[config.mk]
export PLATFORM = sky130hd
export DESIGN_NAME = l2_writeback_buffer
export DESIGN_NICKNAME = d
export VERILOG_FILES = /design/src/rtl/l2_writeback_buffer.sv
export SDC_FILE = /design/constraint.sdc
export NUM_CORES = 1
export LEC_CHECK = 0
export ABC_CLOCK_PERIOD_IN_PS = 3200
export CORE_UTILIZATION = 53
export CTS_CLUSTER_DIAMETER = 150
export DETAILED_ROUTE_END_ITERATION = 8
export PLACE_DENSITY = 0.86
export SYNTH_ARGS = -nofsm -noshare
export SYNTH_HDL_FRONTEND = slang
export SYNTH_SLANG_ARGS = --single-unit
export TNS_END_PERCENT = 50
[constraint.sdc]
create_clock -name clk -period 3.2 [get_ports clk]
set_clock_uncertainty 0.2 [all_clocks]
set_input_delay 0.48 -clock clk [delete_from_list [all_inputs] [get_ports clk]]
set_output_delay 0.48 -clock clk [all_outputs]
set_load 0.02 [all_outputs]
[src/rtl/l2_writeback_buffer.sv]
// l2_writeback_buffer
//   Queues Modified victim lines evicted by the L1 and drains them, one per
//   handshake, onto the L2 write port. Non-Modified victims are accepted and
//   discarded. A snoop port reports whether a snooped line is still pending.
//
//   Optional feature macro: WB_STATS_EN
//     defined   -> wb_count / drop_count are saturating event counters
//     undefined -> both outputs tied to zero, no counter registers
//
//   Ports
//     clk, rst_n           clock, asynchronous active-low reset
//     evict_valid/ready    victim handshake (evict_line, evict_set payload)
//     l2_wr_valid/ready    write-back handshake (l2_wr_addr payload)
//     snoop_valid/addr     snoop lookup, snoop_hit result (combinational)
//     occupancy            number of pending write-backs
//     wb_count/drop_count  statistics
//
//   Handshakes: a transfer happens on a rising edge where valid && ready.
//   The producer holds valid and payload stable until the transfer; ready
//   never depends combinationally on the matching valid.

package l2_wb_pkg;
  typedef enum logic [1:0] {
    MESI_I = 2'b00,
    MESI_S = 2'b01,
    MESI_E = 2'b10,
    MESI_M = 2'b11
  } mesi_t;

  typedef struct packed {
    logic [11:0] tag;
    mesi_t       mesi_bits;
    logic [1:0]  lru;
  } cache_line_t;
endpackage

module l2_writeback_buffer
  import l2_wb_pkg::*;
#(
  parameter int DEPTH = 4,
  parameter int CNT_W = 16
) (
  input  logic                       clk,
  input  logic                       rst_n,
  input  logic                       evict_valid,
  input  cache_line_t                evict_line,
  input  logic [13:0]                evict_set,
  output logic                       evict_ready,
  output logic                       l2_wr_valid,
  output logic [31:0]                l2_wr_addr,
  input  logic                       l2_wr_ready,
  input  logic                       snoop_valid,
  input  logic [31:0]                snoop_addr,
  output logic                       snoop_hit,
  output logic [$clog2(DEPTH):0]     occupancy,
  output logic [CNT_W-1:0]           wb_count,
  output logic [CNT_W-1:0]           drop_count
);

  localparam int PTR_W = $clog2(DEPTH);
  localparam int OCC_W = PTR_W + 1;

  // Each entry stores the line address without offset: {tag, set}.
  logic [25:0]      line_q [DEPTH];
  logic [DEPTH-1:0] vld_q;
  logic [PTR_W-1:0] head_q, tail_q;
  logic [OCC_W-1:0] occ_q, occ_d;

  logic full, accept, enq, deq, match_any;

  // Offset bits of the snoop address and the LRU field carry no information here.
  logic unused_bits;
  assign unused_bits = ^{evict_line.lru, snoop_addr[5:0]};

  assign full        = (occ_q == OCC_W'(DEPTH));
  assign evict_ready = !full;
  assign l2_wr_valid = (occ_q != '0);
  assign accept      = evict_valid && evict_ready;
  assign enq         = accept && (evict_line.mesi_bits == MESI_M);
  assign deq         = l2_wr_valid && l2_wr_ready;
  assign occupancy   = occ_q;
  assign l2_wr_addr  = l2_wr_valid ? {line_q[head_q], 6'b0} : 32'h0;

  // Valid bits are registered, so an entry written this cycle is not yet
  // visible while the entry being drained this cycle still is.
  always_comb begin
    match_any = 1'b0;
    for (int i = 0; i < DEPTH; i++) begin
      if (vld_q[i] && (line_q[i] == snoop_addr[31:6])) match_any = 1'b1;
    end
  end
  assign snoop_hit = snoop_valid && match_any;

  always_comb begin
    occ_d = occ_q;
    case ({enq, deq})
      2'b10:   occ_d = occ_q + OCC_W'(1);
      2'b01:   occ_d = occ_q - OCC_W'(1);
      default: occ_d = occ_q;
    endcase
  end

  // Enqueue only happens when not full and dequeue only when not empty, so
  // head and tail never address the same slot in a cycle doing both.
  always_ff @(posedge clk or negedge rst_n) begin
    if (!rst_n) begin
      for (int i = 0; i < DEPTH; i++) line_q[i] <= '0;
      vld_q  <= '0;
      head_q <= '0;
      tail_q <= '0;
      occ_q  <= '0;
    end else begin
      if (enq) begin
        line_q[tail_q] <= {evict_line.tag, evict_set};
        vld_q[tail_q]  <= 1'b1;
        tail_q         <= tail_q + PTR_W'(1);
      end
      if (deq) begin
        vld_q[head_q] <= 1'b0;
        head_q        <= head_q + PTR_W'(1);
      end
      occ_q <= occ_d;
    end
  end

`ifdef WB_STATS_EN
  logic [CNT_W-1:0] wb_cnt_q, drop_cnt_q;

  always_ff @(posedge clk or negedge rst_n) begin
    if (!rst_n) begin
      wb_cnt_q   <= '0;
      drop_cnt_q <= '0;
    end else begin
      if (enq && (wb_cnt_q != '1)) wb_cnt_q <= wb_cnt_q + CNT_W'(1);
      if (accept && !enq && (drop_cnt_q != '1)) drop_cnt_q <= drop_cnt_q + CNT_W'(1);
    end
  end

  assign wb_count   = wb_cnt_q;
  assign drop_count = drop_cnt_q;
`else
  assign wb_count   = '0;
  assign drop_count = '0;
`endif

endmodule

==> results of run 1 <==
## area by class of cell
class                           instances  area share (%)
Clock buffer                           20            5.22
Clock inverter                         11            2.09
Inverter                               10           0.429
Multi-Input combinational cell        372            43.2
Sequential cell                       115            32.9
Tap cell                              172            2.46
Timing Repair Buffer                  122            13.7
## metrics by stage
stage / hold WS, ps / setup WS (ps) / area [um^2]
2_1_floorplan: -15.6 / 749 / 7090
3_3_place_gp: 323 / -324 / 8000
3_5_place_dp: 342 / -337 / 8000
4_1_cts: 355 / 16.0 / 8680
5_1_grt: 361 / -33.0 / 8750
6_report: 355 / -25.6 / 8750
## metal layers
metal | wire [um] | vias to the layer above | global-route usage, %
met5 | 0 | - | 0
met2 | 8800 | 220 | 45.8
li1 | - | 1988 | -
met4 | 394 | 0 | 9.28
met3 | 1130 | 25 | 7.52
met1 | 7290 | 2379 | 36.7
## logic make-up (layout without fill, tap and decap cells)
kind of cell / Yosys count / after routing / synth area share, %
AO/OA/AOI/OAI: 11 / 11 / 0.846
XOR/XNOR: 109 / 109 / 13.7
adder cells (fa/ha/maj): 10 / 10 / 1.91
buffers and inverters: 76 / 163 / 7.52
flip-flops: 115 / 115 / 41.4
multiplexers: 131 / 131 / 27.6
other: 1 / 38 / 0.0539
AND/OR/NAND/NOR: 73 / 73 / 7.02
## cells in the final DEF (no fill, tap or decap), types with 7 or more instances in the layout
cell,instances
sky130_fd_sc_hd__dfrtp_1,114
sky130_fd_sc_hd__clkdlybuf4s50_1,79
sky130_fd_sc_hd__mux2_2,64
sky130_fd_sc_hd__xnor2_1,56
sky130_fd_sc_hd__xor2_1,46
sky130_fd_sc_hd__mux2_4,40
sky130_fd_sc_hd__conb_1,38
sky130_fd_sc_hd__buf_4,29
sky130_fd_sc_hd__mux4_2,26
sky130_fd_sc_hd__nor2b_1,20
sky130_fd_sc_hd__nand4_1,20
sky130_fd_sc_hd__clkbuf_16,17
sky130_fd_sc_hd__inv_1,9
sky130_fd_sc_hd__nor4_1,9
sky130_fd_sc_hd__ha_1,9
sky130_fd_sc_hd__a21oi_1,8
sky130_fd_sc_hd__dlymetal6s2s_1,8
sky130_fd_sc_hd__and2b_1,7
sky130_fd_sc_hd__xnor2_2,7
## report_power, final
group	leakage (nW)	switching (W)	total (W)	internal, W
registers	1.42	0.000728	0.00290	0.00217
clock network	0.315	0.000654	0.00206	0.00141
logic	2.22	0.00198	0.00451	0.00252
total	3.95	0.00336	0.00947	0.00611
## repair_timing
action	in CTS	in global routing
endpoints found under the setup margin	1	1
setup buffers	0	0
pin swaps	0	2
endpoints found under the hold margin	48	0
hold buffers	1	0
gates resized for setup	9	15
## synthesized netlist by cell type, types with 2 or more instances
cell / n / area (um^2)
sky130_fd_sc_hd__clkbuf_1: 13 / 48.8
sky130_fd_sc_hd__nand2_1: 2 / 7.51
sky130_fd_sc_hd__xnor2_1: 63 / 552
sky130_fd_sc_hd__nand2_2: 2 / 12.5
sky130_fd_sc_hd__a21oi_1: 8 / 40.0
sky130_fd_sc_hd__nor3_1: 5 / 25.0
sky130_fd_sc_hd__buf_12: 5 / 100
sky130_fd_sc_hd__buf_4: 39 / 293
sky130_fd_sc_hd__o21ai_0: 2 / 10.0
sky130_fd_sc_hd__buf_2: 8 / 40.0
sky130_fd_sc_hd__nor2b_1: 20 / 125
sky130_fd_sc_hd__mux2_4: 40 / 601
sky130_fd_sc_hd__ha_1: 9 / 113
sky130_fd_sc_hd__dfrtp_1: 115 / 2880
sky130_fd_sc_hd__nor4_1: 12 / 75.1
sky130_fd_sc_hd__and2b_1: 7 / 52.6
sky130_fd_sc_hd__xor2_1: 46 / 403
sky130_fd_sc_hd__mux4_2: 26 / 586
sky130_fd_sc_hd__nand4_1: 20 / 125
sky130_fd_sc_hd__nand2_8: 2 / 40.0
sky130_fd_sc_hd__inv_1: 9 / 33.8
sky130_fd_sc_hd__mux2_2: 64 / 721
## registers in the layout (all words and copies together), names as in the netlist
register,flops
head_q,2
line_q,104
occupancy,3
vld_q,4
tail_q,2
## worst max path at each step
| stage | depth (start not counted) | startpoint | endpoint | slack (ps) |
|---|---|---|---|---|
| 6_report | 7 | snoop_addr[21] | snoop_hit | -30 |
| 3_5_place_dp | 7 | snoop_addr[7] | snoop_hit | -340 |
| 5_1_grt | 7 | snoop_addr[25] | snoop_hit | -30 |
| 4_1_cts | 7 | snoop_addr[22] | snoop_hit | 20 |
| 2_1_floorplan | 9 | occupancy[2]$_DFFE_PN0P_ | occupancy[2]$_DFFE_PN0P_ | 750 |
| 3_3_place_gp | 7 | snoop_addr[7] | snoop_hit | -320 |
==> impl_metrics.yaml, run 1 <==
placement:
  post-place-cells: 790
  placement.io_buffers: 90
  dp_hpwl_um: 12000
  replace_congestion: 0.956
floorplanning:
  core_area_um2: 12700
  die_area_um2: 13600
  floorplan.initialDensity_pct: 54.7
  dieWidth_um: 117
  fp-row-count: 41
  die_height_um: 117
  io_pins: 137
finish:
  multi_input_area_um2: 3780
  flow.area_growth_from_synthesis_pct: 25.8
  final_nets: 715
  layout-drive-gt1-share_pct: 32.8
  stdcell_count: 822
  num_antenna_cells: 0
  register_area_um2: 2880
  fill_cells: 885
  final_core_utilization_pct: 68.8
critical_path:
  critical-path-slowest-cell: "sky130_fd_sc_hd__clkdlybuf4s50_1"
  critPathMaxStageDelay_ps: 450
  path_common_cell: "sky130_fd_sc_hd__nand4_1"
  path_cells: "clkdlybuf4s50_1, xnor2_1, nand4_1, nor4_2, nand4_1, a41oi_2, clkdlybuf4s15_2"
  cpLargestDelayFamily: "buffers and inverters"
  startpoint_type: "input pin"
  timing.rr.end: "occupancy[2]$_DFFE_PN0P_"
  reg2reg_setup_slack_ps: 640
  arrival_ps: 2550
  rr_startpoint: "occupancy[2]$_DFFE_PN0P_"
  path_buf_inv: 2
  crit_path_end_kind: "output pin"
  ff_to_ff_path_depth: 9
  crit_required_ps: 2520
  critical_path_peak_fanout: 2
  critical_path_class: "in2out"
clock_tree:
  cts-root-buf: "sky130_fd_sc_hd__clkbuf_16"
  clock_path_buffers: 2
  htree_levels: 4
  cts_num_sinks: 115
  worstSkewPairLatency_ps: 420
  clk_pin_slew_ps: 50
  number_of_buffers_created_by_cts: 17
  tritoncts: "yes"
synth:
  syn_inst: 526
  netlist_area_um2: 6960
  synth_sequential_area_ratio_pct: 41.4
  synthesis.area_per_instance_um2: 13.2
  postSynthRegisterBits: 115
  synth-async-reset-ratio_pct: 100
  synth-edff-count: 0
  synth_cell_type_count: 31
  ys_warn_count: 0
  synth-main-ff-cell: "sky130_fd_sc_hd__dfrtp_1"
grt:
  largest_net_degree_at_the_start_of_global_routing: 52
  wire_length_of_the_first_global_routing_pass_um: 27300
  antenna_violations_before_repair: 0
  globalRouteTotalUtil_pct: 28.2
  number_of_global_route_vias_before_repair: 4794
  grt-ovfl-total: 0
detailed_routing:
  num_vias: 4612
  detail_route.wl_per_cell_um: 21.4
  drt-pass1-iter-count: 5
  post_drt_via_cell_ratio: 5.61
  initialDrtViolationCount: 318
  antenna_violating_nets_post_route: 0
  route.detailed.drc: 0
  detail_route.wirelength_um: 17600
timing:
  setup_total_negative_slack_ps: -25.6
  slew-limit-headroom_pct: 53.1
  max_freq_mhz: 310
  worst-slew-pin-transition_ps: 704
  finalCriticalPeriod_ps: 3230
  final-max-slew-violation-count: 0
  hold_violations: 0
  final.setup.worst_slack_ps: -25.6
  share_of_the_clock_period_used_by_the_worst_path_after_layout_pct: 101
  final-setup-viol-count: 1
worst_hold_path:
  count_of_cells_along_the_worst_hold_path: 1
  min_delay_worst_endpoint: "line_q[41]$_DFFE_PN0P_"
  hp-start: "line_q[41]$_DFFE_PN0P_"
  worst_hold_path_type: "reg2reg"
outcome:
  run_status: "finished with violations"
  failed_checks: "negative setup slack"
power_and_ir_drop:
  power.total_w: 0.00947
  vdd_ir_drop_max_mv: 0.630
  leakage_power_nw: 3.95
  p_per_area_nw_per_um2: 1080
flow_run:
  max_cap_viol_count: 0
Power figures use the tool's default switching activity.
==> inputs of run 2 (changes only) <==
--- a/config.mk
+++ b/config.mk
@@ -6,10 +6,12 @@
 export NUM_CORES = 1
 export LEC_CHECK = 0
 export ABC_CLOCK_PERIOD_IN_PS = 3200
-export CORE_UTILIZATION = 53
+export CORE_UTILIZATION = 55
 export CTS_CLUSTER_DIAMETER = 150
 export DETAILED_ROUTE_END_ITERATION = 8
-export PLACE_DENSITY = 0.86
+export DONT_BUFFER_PORTS = 1
+export MAX_ROUTING_LAYER = met4
+export PLACE_DENSITY = 0.74
 export SYNTH_ARGS = -nofsm -noshare
 export SYNTH_HDL_FRONTEND = slang
 export SYNTH_SLANG_ARGS = --single-unit
==> impl_metrics.yaml, run 2 (synthesis gave the netlist of run 1 again) <==
outcome:
  run_status: "finished with violations"
  failed_checks: "negative hold slack"
grt:
  met2_usage_pct: 42.1
  globalRoute.busiestLayer: "met2"
  grt_util_met1_pct: 35.9
  antenna_violations_before_repair: 0
  largest_net_degree_at_the_start_of_global_routing: 116
  grt.met3_usage_pct: 10.5
  globalRouteTotalUtil_pct: 28.5
  wire_length_of_the_first_global_routing_pass_um: 25600
  number_of_global_route_vias_before_repair: 4434
  grt-ovfl-total: 0
floorplanning:
  io_pins: 137
  dieWidth_um: 114
  die_area_um2: 13100
  fp-row-count: 40
  die_height_um: 114
  floorplan.initialDensity_pct: 57.2
  core_area_um2: 12200
critical_path:
  ff_to_ff_path_depth: 10
  arrival_ps: 2120
  critical_path_class: "reg2out"
  timing.critical_path.from: "line_q[93]$_DFFE_PN0P_"
  cp_capture_point: "snoop_hit"
  crit_path_end_kind: "output pin"
  crit_required_ps: 2520
  critical_path_peak_fanout: 3
  timing.rr.end: "occupancy[2]$_DFFE_PN0P_"
  startpoint_type: "flop"
  rr_startpoint: "occupancy[1]$_DFFE_PN0P_"
  reg2reg_setup_slack_ps: 660
detailed_routing:
  detail_route.wirelength_um: 16700
  detail_route.wl_per_cell_um: 22.5
  post_drt_via_cell_ratio: 5.71
  num_vias: 4244
  drt-pass1-iter-count: 4
  initialDrtViolationCount: 255
  route.detailed.drc: 0
  antenna_violating_nets_post_route: 0
timing:
  grt_setup_unrepaired: "false"
  finalCriticalPeriod_ps: 2800
  final-setup-viol-count: 0
  final.setup.worst_slack_ps: 398
  max_freq_mhz: 357
  setup_total_negative_slack_ps: 0
  share_of_the_clock_period_used_by_the_worst_path_after_layout_pct: 87.6
  finalHoldWorstSlack_ps: -441
  final-max-slew-violation-count: 0
  hold_violations: 115
finish:
  largest_reg_flops: 104
  layout-drive-gt1-share_pct: 30.4
  final_nets: 641
  num_antenna_cells: 0
  fin_area_um2: 7900
  flow.area_growth_from_synthesis_pct: 13.5
  registers.top_by_ff_count: "line_q"
  layout_commonest_cell: "sky130_fd_sc_hd__dfrtp_1"
  most-common-layout-cells: "114 x sky130_fd_sc_hd__dfrtp_1, 64 x sky130_fd_sc_hd__mux2_2, 63 x sky130_fd_sc_hd__xnor2_1, 46 x sky130_fd_sc_hd__xor2_1"
power_and_ir_drop:
  p_per_area_nw_per_um2: 1070
  combinational_share_of_power_pct: 42.8
  vdd_ir_drop_max_mv: 0.583
  seqPwrFrac_pct: 34.4
  clockPowerShare_pct: 22.8
  leakage_power_nw: 3.51
  proportion_of_total_power_due_to_net_switching_pct: 36.8
  power.switching_w: 0.00310
  p_int_w: 0.00531
clock_tree:
  number_of_buffers_created_by_cts: 17
  post_cts.repair.setup_buffers: 0
  worstSkewPairLatency_ps: 420
  post_cts_resize_count: 0
  htree_levels: 4
  clock_path_buffers: 2
  cts-root-buf: "sky130_fd_sc_hd__clkbuf_16"
  cts_hold_buf: 25
  clk_pin_slew_ps: 50
  cts_num_sinks: 115
  tritoncts: "yes"
placement:
  dp_slack_ps: 663
  placement.io_buffers: 0
  replace_congestion: 0.874
  placedInstanceArea_um2: 6900
  dp_hpwl_um: 11400
worst_hold_path:
  worst_hold_path_type: "in2async"
flow_run:
  max_cap_viol_count: 0
==> run 2: how the worst min path moves through the flow <==
stage | depth (start not counted) | slack [ps] | endpoint
floorplan | 0 | -20 | head_q[0]$_DFFE_PN0N_
global placement | 0 | -10 | line_q[94]$_DFFE_PN0P_
detailed placement | 0 | -10 | line_q[94]$_DFFE_PN0P_
CTS | 0 | -450 | line_q[0]$_DFFE_PN0P_
global route | 0 | -460 | line_q[69]$_DFFE_PN0P_
finish | 0 | -440 | line_q[94]$_DFFE_PN0P_
==> run 2: through the flow <==
| step | std cells | hold slack, ps | util [%] | power, W |
|---|---|---|---|---|
| 2_1_floorplan | 563 | -15.6 | - | 0.00571 |
| 3_3_place_gp | 673 | -9.77 | 56.7 | 0.00633 |
| 3_5_place_dp | 673 | -10.3 | 56.7 | 0.00645 |
| 4_1_cts | 728 | -454 | 63.7 | 0.00843 |
| 5_1_grt | 743 | -463 | 64.9 | 0.00881 |
| 6_report | 743 | -441 | 64.9 | 0.00841 |
==> run 2: final cells by class <==
| type | count | area, um^2 |
|---|---|---|
| clock buffers | 26 | 529 |
| clock inverters | 4 | 70.1 |
| fillers | 899 | 4260 |
| inverters | 10 | 37.5 |
| multi-input cells | 372 | 3700 |
| flip-flops and latches | 115 | 2880 |
| well taps | 168 | 210 |
| repair buffers | 48 | 473 |
==> run 2: per-layer routing <==
metal  vias to the layer above  wire length (um)
met2                       157              7990
met1                      2213              7060
met3                        33              1290
li1                       1841                 -
met5                         -                 0
met4                         0               376
==> run 2: power groups by stage <==
stage | combinational, W | sequential, W | clock (W)
after floorplan | 0.00302 | 0.00269 | 0
after global routing | 0.00383 | 0.00297 | 0.00200
after global placement | 0.00350 | 0.00283 | 0
after detailed placement | 0.00356 | 0.00289 | 0
after CTS | 0.00361 | 0.00288 | 0.00194
final | 0.00360 | 0.00289 | 0.00192
==> run 2: critical path: stages, from the launching register on <==
cell and delay, ps:
sky130_fd_sc_hd__dfrtp_1 410, sky130_fd_sc_hd__xnor2_1 280, sky130_fd_sc_hd__nand4_1 180, sky130_fd_sc_hd__nor4_1 280, sky130_fd_sc_hd__nand4_1 110, sky130_fd_sc_hd__a41oi_1 250, sky130_fd_sc_hd__buf_4 190
==> inputs of run 3 (changes only) <==
--- a/config.mk
+++ b/config.mk
@@ -7,6 +7,7 @@
 export LEC_CHECK = 0
 export ABC_CLOCK_PERIOD_IN_PS = 3200
 export CORE_UTILIZATION = 55
+export CTS_BUF_LIST = sky130_fd_sc_hd__clkbuf_8
 export CTS_CLUSTER_DIAMETER = 150
 export DETAILED_ROUTE_END_ITERATION = 8
 export DONT_BUFFER_PORTS = 1
==> impl_metrics.yaml, run 3 (synthesis gave the netlist of run 1 again) <==
outcome:
  run_status: "finished with violations"
  failed_checks: "negative hold slack"
critical_path:
  path_buf_inv: 1
  cpLargestDelayFamily: "simple AND/OR/NAND/NOR gates"
  crit_required_ps: 2520
  arrival_ps: 2150
  timing.critical_path.from: "line_q[74]$_DFFE_PN0P_"
  critical_path_peak_fanout: 3
  path_common_cell: "sky130_fd_sc_hd__nand4_1"
  critical-path-slowest-cell: "sky130_fd_sc_hd__dfrtp_1"
  critPathMaxStageDelay_ps: 410
  crit_path_end_kind: "output pin"
  startpoint_type: "flop"
  path_cells: "xnor2_1, nand4_1, nor4_1, nand4_1, a41oi_1, buf_4"
  rr_startpoint: "occupancy[1]$_DFFE_PN0P_"
  critical_path_class: "reg2out"
timing:
  max_freq_mhz: 353
  final-max-slew-violation-count: 0
  grt_setup_unrepaired: "false"
  setup_total_negative_slack_ps: 0
  finalHoldWorstSlack_ps: -462
  final-setup-viol-count: 0
  share_of_the_clock_period_used_by_the_worst_path_after_layout_pct: 88.5
  hold_violations: 115
  finalCriticalPeriod_ps: 2830
floorplanning:
  core_area_um2: 12200
  floorplan.initialDensity_pct: 57.2
  fp-row-count: 40
  dieWidth_um: 114
  io_pins: 137
  die_height_um: 114
  die_area_um2: 13100
clock_tree:
  post_cts.repair.setup_buffers: 0
  post_cts_resize_count: 0
  cts_num_sinks: 115
  worstSkewPairLatency_ps: 440
  tritoncts: "yes"
  number_of_buffers_created_by_cts: 17
  htree_levels: 4
  cts-root-buf: "sky130_fd_sc_hd__clkbuf_8"
  clk_pin_slew_ps: 70
  clock_path_buffers: 2
  cts_hold_buf: 26
finish:
  registers.top_by_ff_count: "line_q"
  num_antenna_cells: 0
  fin_area_um2: 7570
  final_nets: 627
  flow.area_growth_from_synthesis_pct: 8.78
  layout_commonest_cell: "sky130_fd_sc_hd__dfrtp_1"
  fill_cells: 935
  register_area_um2: 2880
  multi_input_area_um2: 3700
  most-common-layout-cells: "114 x sky130_fd_sc_hd__dfrtp_1, 64 x sky130_fd_sc_hd__mux2_2, 63 x sky130_fd_sc_hd__xnor2_1, 46 x sky130_fd_sc_hd__xor2_1, 40 x sky130_fd_sc_hd__mux2_4"
  layout-drive-gt1-share_pct: 31.2
  largest_reg_flops: 104
grt:
  antenna_violations_before_repair: 0
  grt-ovfl-total: 0
  grt.met3_usage_pct: 8.31
  globalRoute.busiestLayer: "met2"
  wire_length_of_the_first_global_routing_pass_um: 24900
  met2_usage_pct: 41.8
  globalRouteTotalUtil_pct: 27.4
  largest_net_degree_at_the_start_of_global_routing: 116
  grt_util_met1_pct: 34.8
  number_of_global_route_vias_before_repair: 4379
flow_run:
  max_cap_viol_count: 0
detailed_routing:
  detail_route.wl_per_cell_um: 22.1
  initialDrtViolationCount: 222
  detail_route.wirelength_um: 16100
  post_drt_via_cell_ratio: 5.67
  num_vias: 4135
  route.detailed.drc: 0
  drt-pass1-iter-count: 5
  antenna_violating_nets_post_route: 0
placement:
  placement.io_buffers: 0
  placedInstanceArea_um2: 6900
  replace_congestion: 0.874
  dp_hpwl_um: 11400
power_and_ir_drop:
  leakage_power_nw: 3.37
  vdd_ir_drop_max_mv: 0.559
  power.total_w: 0.00786
  p_per_area_nw_per_um2: 1040
worst_hold_path:
  worst_hold_path_type: "in2async"
[run 3: where the power goes]
group / internal [W] / switching (W)
combinational: 0.00185 / 0.00173
clock: 0.000821 / 0.000567
sequential: 0.00217 / 0.000720
total: 0.00484 / 0.00302
[run 3: area by class of cell]
class,count,area share (%)
timing repair buffer,34,4.40
clock buffer,24,4.37
clock inverter,6,1.03
multi-input combinational,372,48.9
tap,168,2.78
sequential,115,38.1
inverter,10,0.496
[run 3: worst paths after layout]
check / cells past startpoint / slack [ps] / end
worst min-delay path: 0 / -460 / line_q[94]$_DFFE_PN0P_
worst max-delay path: 6 / 370 / snoop_hit
worst min register to register: 1 / 350 / line_q[3]$_DFFE_PN0P_
max in group asynchronous: 0 / 3040 / line_q[54]$_DFFE_PN0P_
worst max register to register: 10 / 660 / occupancy[2]$_DFFE_PN0P_
min in group clk: 2 / 240 / tail_q[0]$_DFFE_PN0P_
[run 3: metal layers]
metal | wire length (um) | up-vias
met1 | 6860 | 2133
li1 | - | 1809
met2 | 7790 | 157
met3 | 1140 | 36
met4 | 352 | 0
met5 | 0 | -
[run 3: stage by stage]
stage / utilization, % / setup WS (ps) / instances
4_1_cts: 62.2 / 363 / 729
2_1_floorplan: - / 749 / 563
3_5_place_dp: 56.7 / 663 / 673
3_3_place_gp: 56.7 / 713 / 673
6_report: 62.2 / 369 / 729
5_1_grt: 62.2 / 225 / 729
